`src/rtl/audio_port_slave.sv`:
```
//------------------------------------------------------------------------------
// Module : audio_port_slave
// Brief  : Two-slot serial audio port slave driven by external BCLK/LRCK.
// Rev    : 1.0
//------------------------------------------------------------------------------
`default_nettype none

module audio_port_slave (
  input  logic        clk,
  input  logic        rst,
  input  logic        bclk_in,
  input  logic        lrck_in,
  input  logic        sdi,
  output logic        sdo,
  output logic [23:0] rx_left,
  output logic [23:0] rx_right,
  output logic        rx_valid,
  input  logic [23:0] tx_left,
  input  logic [23:0] tx_right,
  output logic        tx_load,
  output logic        sync_err
);

  localparam logic [5:0] SLOT_BITS = 6'd32;
  localparam logic [5:0] CNT_MAX   = 6'd63;

  // {bclk, lrck, sdi} synchronizer stages, then edge-detect register for clocks
  logic [2:0]  sync1;
  logic [2:0]  sync2;
  logic [1:0]  dly;
  logic [1:0]  prime;
  logic        seen;
  logic [5:0]  bit_cnt;
  logic [23:0] rx_sr;
  logic [30:0] tx_sr;
  logic [23:0] tx_hold;

  logic primed;
  logic bclk_rise;
  logic bclk_fall;
  logic lrck_edge;
  logic closing_high;

  // Edges are masked until the pipeline has refilled after reset, so a pin
  // sitting high at release is not mistaken for a transition.
  assign primed       = (prime == 2'd3);
  assign bclk_rise    = primed &  sync2[2] & ~dly[1];
  assign bclk_fall    = primed & ~sync2[2] &  dly[1];
  assign lrck_edge    = primed & (sync2[1] ^ dly[0]);
  assign closing_high = dly[0];

  always_ff @(posedge clk) begin
    if (rst) begin
      sync1 <= '0;
      sync2 <= '0;
      dly   <= '0;
      prime <= '0;
    end else begin
      sync1 <= {bclk_in, lrck_in, sdi};
      sync2 <= sync1;
      dly   <= sync2[2:1];
      if (!primed) prime <= prime + 2'd1;
    end
  end

  always_ff @(posedge clk) begin
    if (rst) begin
      seen     <= 1'b0;
      bit_cnt  <= '0;
      rx_sr    <= '0;
      tx_sr    <= '0;
      tx_hold  <= '0;
      sdo      <= 1'b0;
      rx_left  <= '0;
      rx_right <= '0;
      rx_valid <= 1'b0;
      tx_load  <= 1'b0;
      sync_err <= 1'b0;
    end else begin
      rx_valid <= 1'b0;
      tx_load  <= 1'b0;
      sync_err <= 1'b0;
      if (lrck_edge) begin
        // Slot boundary: any coincident BCLK edge is deliberately dropped.
        bit_cnt <= '0;
        seen    <= 1'b1;
        if (seen) begin
          if (bit_cnt == SLOT_BITS) begin
            if (!closing_high) begin
              rx_left <= rx_sr;
            end else begin
              rx_right <= rx_sr;
              rx_valid <= 1'b1;
            end
          end else begin
            sync_err <= 1'b1;
          end
        end
        if (closing_high) begin
          tx_sr   <= {tx_left[22:0], 8'h00};
          sdo     <= tx_left[23];
          tx_hold <= tx_right;
          tx_load <= 1'b1;
        end else begin
          tx_sr <= {tx_hold[22:0], 8'h00};
          sdo   <= tx_hold[23];
        end
      end else begin
        // Only the last 24 received bits matter for right-justified data.
        if (bclk_rise) begin
          rx_sr <= {rx_sr[22:0], sync2[0]};
          if (bit_cnt != CNT_MAX) bit_cnt <= bit_cnt + 6'd1;
        end
        if (bclk_fall) begin
          tx_sr <= {tx_sr[29:0], 1'b0};
          sdo   <= tx_sr[30];
        end
      end
    end
  end

endmodule

`default_nettype wire

```
`config.mk`:
```
export PLATFORM = sky130hd
export DESIGN_NAME = audio_port_slave
export DESIGN_NICKNAME = d
export VERILOG_FILES = /design/src/rtl/audio_port_slave.sv
export SDC_FILE = /design/constraint.sdc
export NUM_CORES = 1
export LEC_CHECK = 0
export CORE_MARGIN = 2
export CORE_UTILIZATION = 50
export CTS_CLUSTER_DIAMETER = 80
export DETAILED_ROUTE_END_ITERATION = 7
export DONT_BUFFER_PORTS = 1
export MAX_ROUTING_LAYER = met4
export PLACE_DENSITY = 0.64
export SYNTH_ARGS = -nofsm -noshare
export SYNTH_HDL_FRONTEND = slang
export SYNTH_SLANG_ARGS = --single-unit
```
`constraint.sdc`:
```
create_clock -name clk -period 1.6 [get_ports clk]
set_input_delay 0.24 -clock clk [delete_from_list [all_inputs] [get_ports clk]]
set_output_delay 0.24 -clock clk [all_outputs]
set_load 0.005 [all_outputs]
```
==> summary.md <==
| Metric | Value |
|---|---|
| Status | `finished clean` |
| Clock Path Buffers | `2` |
| IO Port Bufs | `0` |
| Ys async rst share | `0%` |
| Slew margin rel. | `roughly 57%` |
| Hold path cells | `2` |
| CORE AREA | `~0.011 sq mm` |
| Final min period | `approximately 1.6 ns` |
| Maxcap violations | `0` |
| Number of global-route vias before repair | `~4500` |
| Critical path endpoint category | `flop` |
| Highest clock rate | `640 MHz` |
| Drt first-iter violations | `about 230` |
| Critical path, cell by cell | `inv_2 -> ha_4 -> nor4b_4 -> and4_4 -> buf_6 -> mux2i_1` |
| RSZ-0062 raised after global routing | `true` |
| Clock root buffer | `clkbuf_16` |
| Slew of the pin with the lowest slew margin | `roughly 0.64 ns` |
| Worst-case vdd ir drop | `around 840 uV` |
| Fin nets | `approximately 690` |
| Netlist cell types | `39` |
| Ant diodes | `0` |
| Die Y | `between 100 and 150 microns` |
| P_leak | `approximately 2.7 nW` |
| Initial antenna violation count | `0` |
| Clock-pin slew on the worst setup and hold paths | `0.06 ns` |
| Period utilisation layout | `between 90% and 100%` |
| Setup TNS Final | `0 ns` |
| Placed insts | `about 720` |
| Crit Path Category | `reg2reg` |
| Cell Pwr Density | `around 1100 mW/mm^2` |
| Buf+Inv Stages, Crit Path | `2` |
| Fin. Hold Viols | `0` |
| Setup violations, final | `0` |
| Share of cells above drive strength 1 | `between 10 and 15%` |
| # DRC | `0` |
| I/O pins | `~110` |
| FF-to-FF setup slack | `0.04 ns` |
| Pins Over Slew Limit | `0` |
| Die extent in x | `between 100 and 150 microns` |
| EDFF count, synth | `0` |
| CP Launch Type | `flop` |
| Hold Slack | `0.0260 ns` |
| Routability cong. | `a little under 0.8` |
| CTS buffer count | `17` |
| Synth warnings | `0` |
| Clock skew | `between 0.006 and 0.007 ns` |
| Vias per cell | `5.57` |
| Layout area overhead | `21.6%` |
| GRT Util Overall | `22.0%` |
| Core Rows | `39` |
| Top cell family by delay on the critical path | `simple AND/OR/NAND/NOR gates` |
| Gate Count Post-Synth | `around 600` |
| Worst-path fanout max | `5` |
| Fin cells | `787` |
| Main flop type after synthesis | `dfxtp_1` |
| CTS tree | `yes` |
| WHS Endpoint | `rx_right[21]` |
| Starting Density | `50.6%` |
| Crit path largest cell delay | `around 0.36 ns` |
| Final HPWL DP | `7700 microns` |
| RR Startpoint | `bit_cnt[0]` |
| Via count | `4386` |
| Post-Syn Area | `approximately 0.0057 sq mm` |
| Place WS | `0.00334 ns` |
| Avg Inst Size Synth | `9.59 sq um` |
| Worst r2r path cells | `6` |
| Remaining antenna violation count | `0` |
| Global-route wire length before repair | `21300 microns` |
| Register area share after synthesis | `around half` |
| Worst hold path class | `in2reg` |
| CTS sink cnt | `between 100 and 150` |
| Clock Latency Late Sink | `about 0.42 ns` |
| Flops & latches, synth | `140` |
| Drt first pass iters | `5` |
| R2R Path End | `rx_left[7]` |
| Total die area | `~0.012 sq mm` |
| H-tree depth | `4` |
| DRT Wirelength | `12900 microns` |
| Total grt overflow | `0` |
| Final worst slack | `between 0.03 and 0.04 ns` |
| Worst Path Required | `1.95 ns` |
| Post-Syn Nets | `about 650` |
| Data arrival, critical path | `1.91 ns` |
| Largest net degree at the start of global routing | `70` |
| WL/cell | `16.4 microns` |
| CP max-delay cell | `and4_4` |
| Worst Min Path Start | `rst` |
where the power goes:
part	total, mW	switching (mW)	internal, mW
registers	3.53	0.0184	3.51
clock network	3.76	1.41	2.35
logic	0.334	0.165	0.169
total	7.63	1.59	6.03
sequential cells by signal, summed over array words and instances, names as in the netlist:
register and cells:
bit_cnt 6, dly 2, prime 2, rx_left 24, rx_right 24, rx_sr 24, rx_valid 1, sdo 1
seen 1, sync1 3, sync2 3, sync_err 1, tx_hold 24, tx_load 1, tx_sr 23
cell type report:
type	instances	area (sq um)
clock buffer	23	468
clock inverter	8	92.6
tap	143	179
sequential	140	2800
fill	1000	4350
timing repair buffer	67	727
inverter	5	18.8
multi-input combinational	401	2680
logic make-up (layout without fill, tap and decap cells):
| family | after synthesis | in the layout | share of synthesized area (%) |
|---|---|---|---|
| compound gates | 137 | 137 | 14.3 |
| xor+xnor | 3 | 3 | 0.589 |
| fa+ha+maj | 3 | 3 | 0.655 |
| buf+inv | 57 | 103 | 4.93 |
| flops | 140 | 140 | 48.9 |
| mux | 76 | 76 | 13.3 |
| simple gates | 182 | 182 | 17.4 |
synth_stat cells, drive strengths merged (11+ instances only):
| cell type | count | area [sq um] |
|---|---|---|
| dfxtp | 140 | 2800 |
| mux2i | 75 | 751 |
| nand2b | 73 | 457 |
| a21oi | 53 | 265 |
| nand2 | 50 | 188 |
| clkbuf | 28 | 105 |
| nand3 | 28 | 140 |
| o21ai | 26 | 130 |
| buf | 24 | 159 |
| a22oi | 22 | 165 |
| o22ai | 22 | 138 |
| nor2b | 11 | 68.8 |
worst reg2reg max path: cells and delay by family (launching register included):
family / cells / cell delay, ns
and+or+nand+nor: 2 / 0.61
buffers and inverters: 2 / 0.25
muxes: 1 / 0.19
DFF: 1 / 0.31
adders and majority gates: 1 / 0.13
repair_timing:
item                                    in CTS  in global routing
hold buffers                                31                  0
endpoints found under the hold margin       71                  0
gates cloned                                 0                  3
pin swaps                                    1                  2
endpoints found under the setup margin       2                119
gates resized for setup                      0                 14
setup buffers                                1                  3
cell usage in the layout (no fill, tap or decap), drive strengths merged, types with 2 or more instances in the layout:
master         n
nor2           4
dlygate4sd3   30
buf           35
clkbuf        25
a211o          2
a21oi         53
nand2b        73
a211oi         5
ha             3
xor2           2
a22oi         22
a41oi          3
bufinv         2
o21ai         26
clkinv         5
nand3b         3
nor4           2
and3b          2
and3           3
nand2         50
nor2b         11
and2           2
o22ai         22
dfxtp        140
mux2i         75
inv            5
nand3         28
layer usage:
layer  share of wire (%)  vias up  global-route usage (%)
li1                    -     2166                       -
met1                  43     2066                    25.2
met2                  48      136                    35.7
met3                 6.9       18                    7.27
met4                 1.6        0                    9.30
met5                   0        -                       -
stage by stage:
| step | area, sq um | power (mW) | util [%] |
|---|---|---|---|
| final | 6970 | 7.63 | 61.6 |
| after global placement | 5950 | 3.83 | 52.5 |
| after global routing | 6970 | 7.89 | 61.6 |
| after CTS | 6840 | 7.69 | 60.5 |
| after detailed placement | 5950 | 3.83 | 52.5 |
| after floorplan | 5730 | 3.80 | - |
worst max path at each step:
stage | startpoint | endpoint | slack, ns | cells after the start
2_1_floorplan | bit_cnt[0] | rx_left[10] | 0.07 | 7
3_3_place_gp | prime[0] | rx_sr[6] | 0.05 | 5
3_5_place_dp | prime[0] | bit_cnt[3] | 0.003 | 5
4_1_cts | prime[0] | bit_cnt[3] | 0.01 | 5
5_1_grt | bit_cnt[0] | rx_left[13] | -0.06 | 6
6_report | bit_cnt[0] | rx_left[7] | 0.04 | 6
Note: power is estimated with default switching activity, not from simulation.
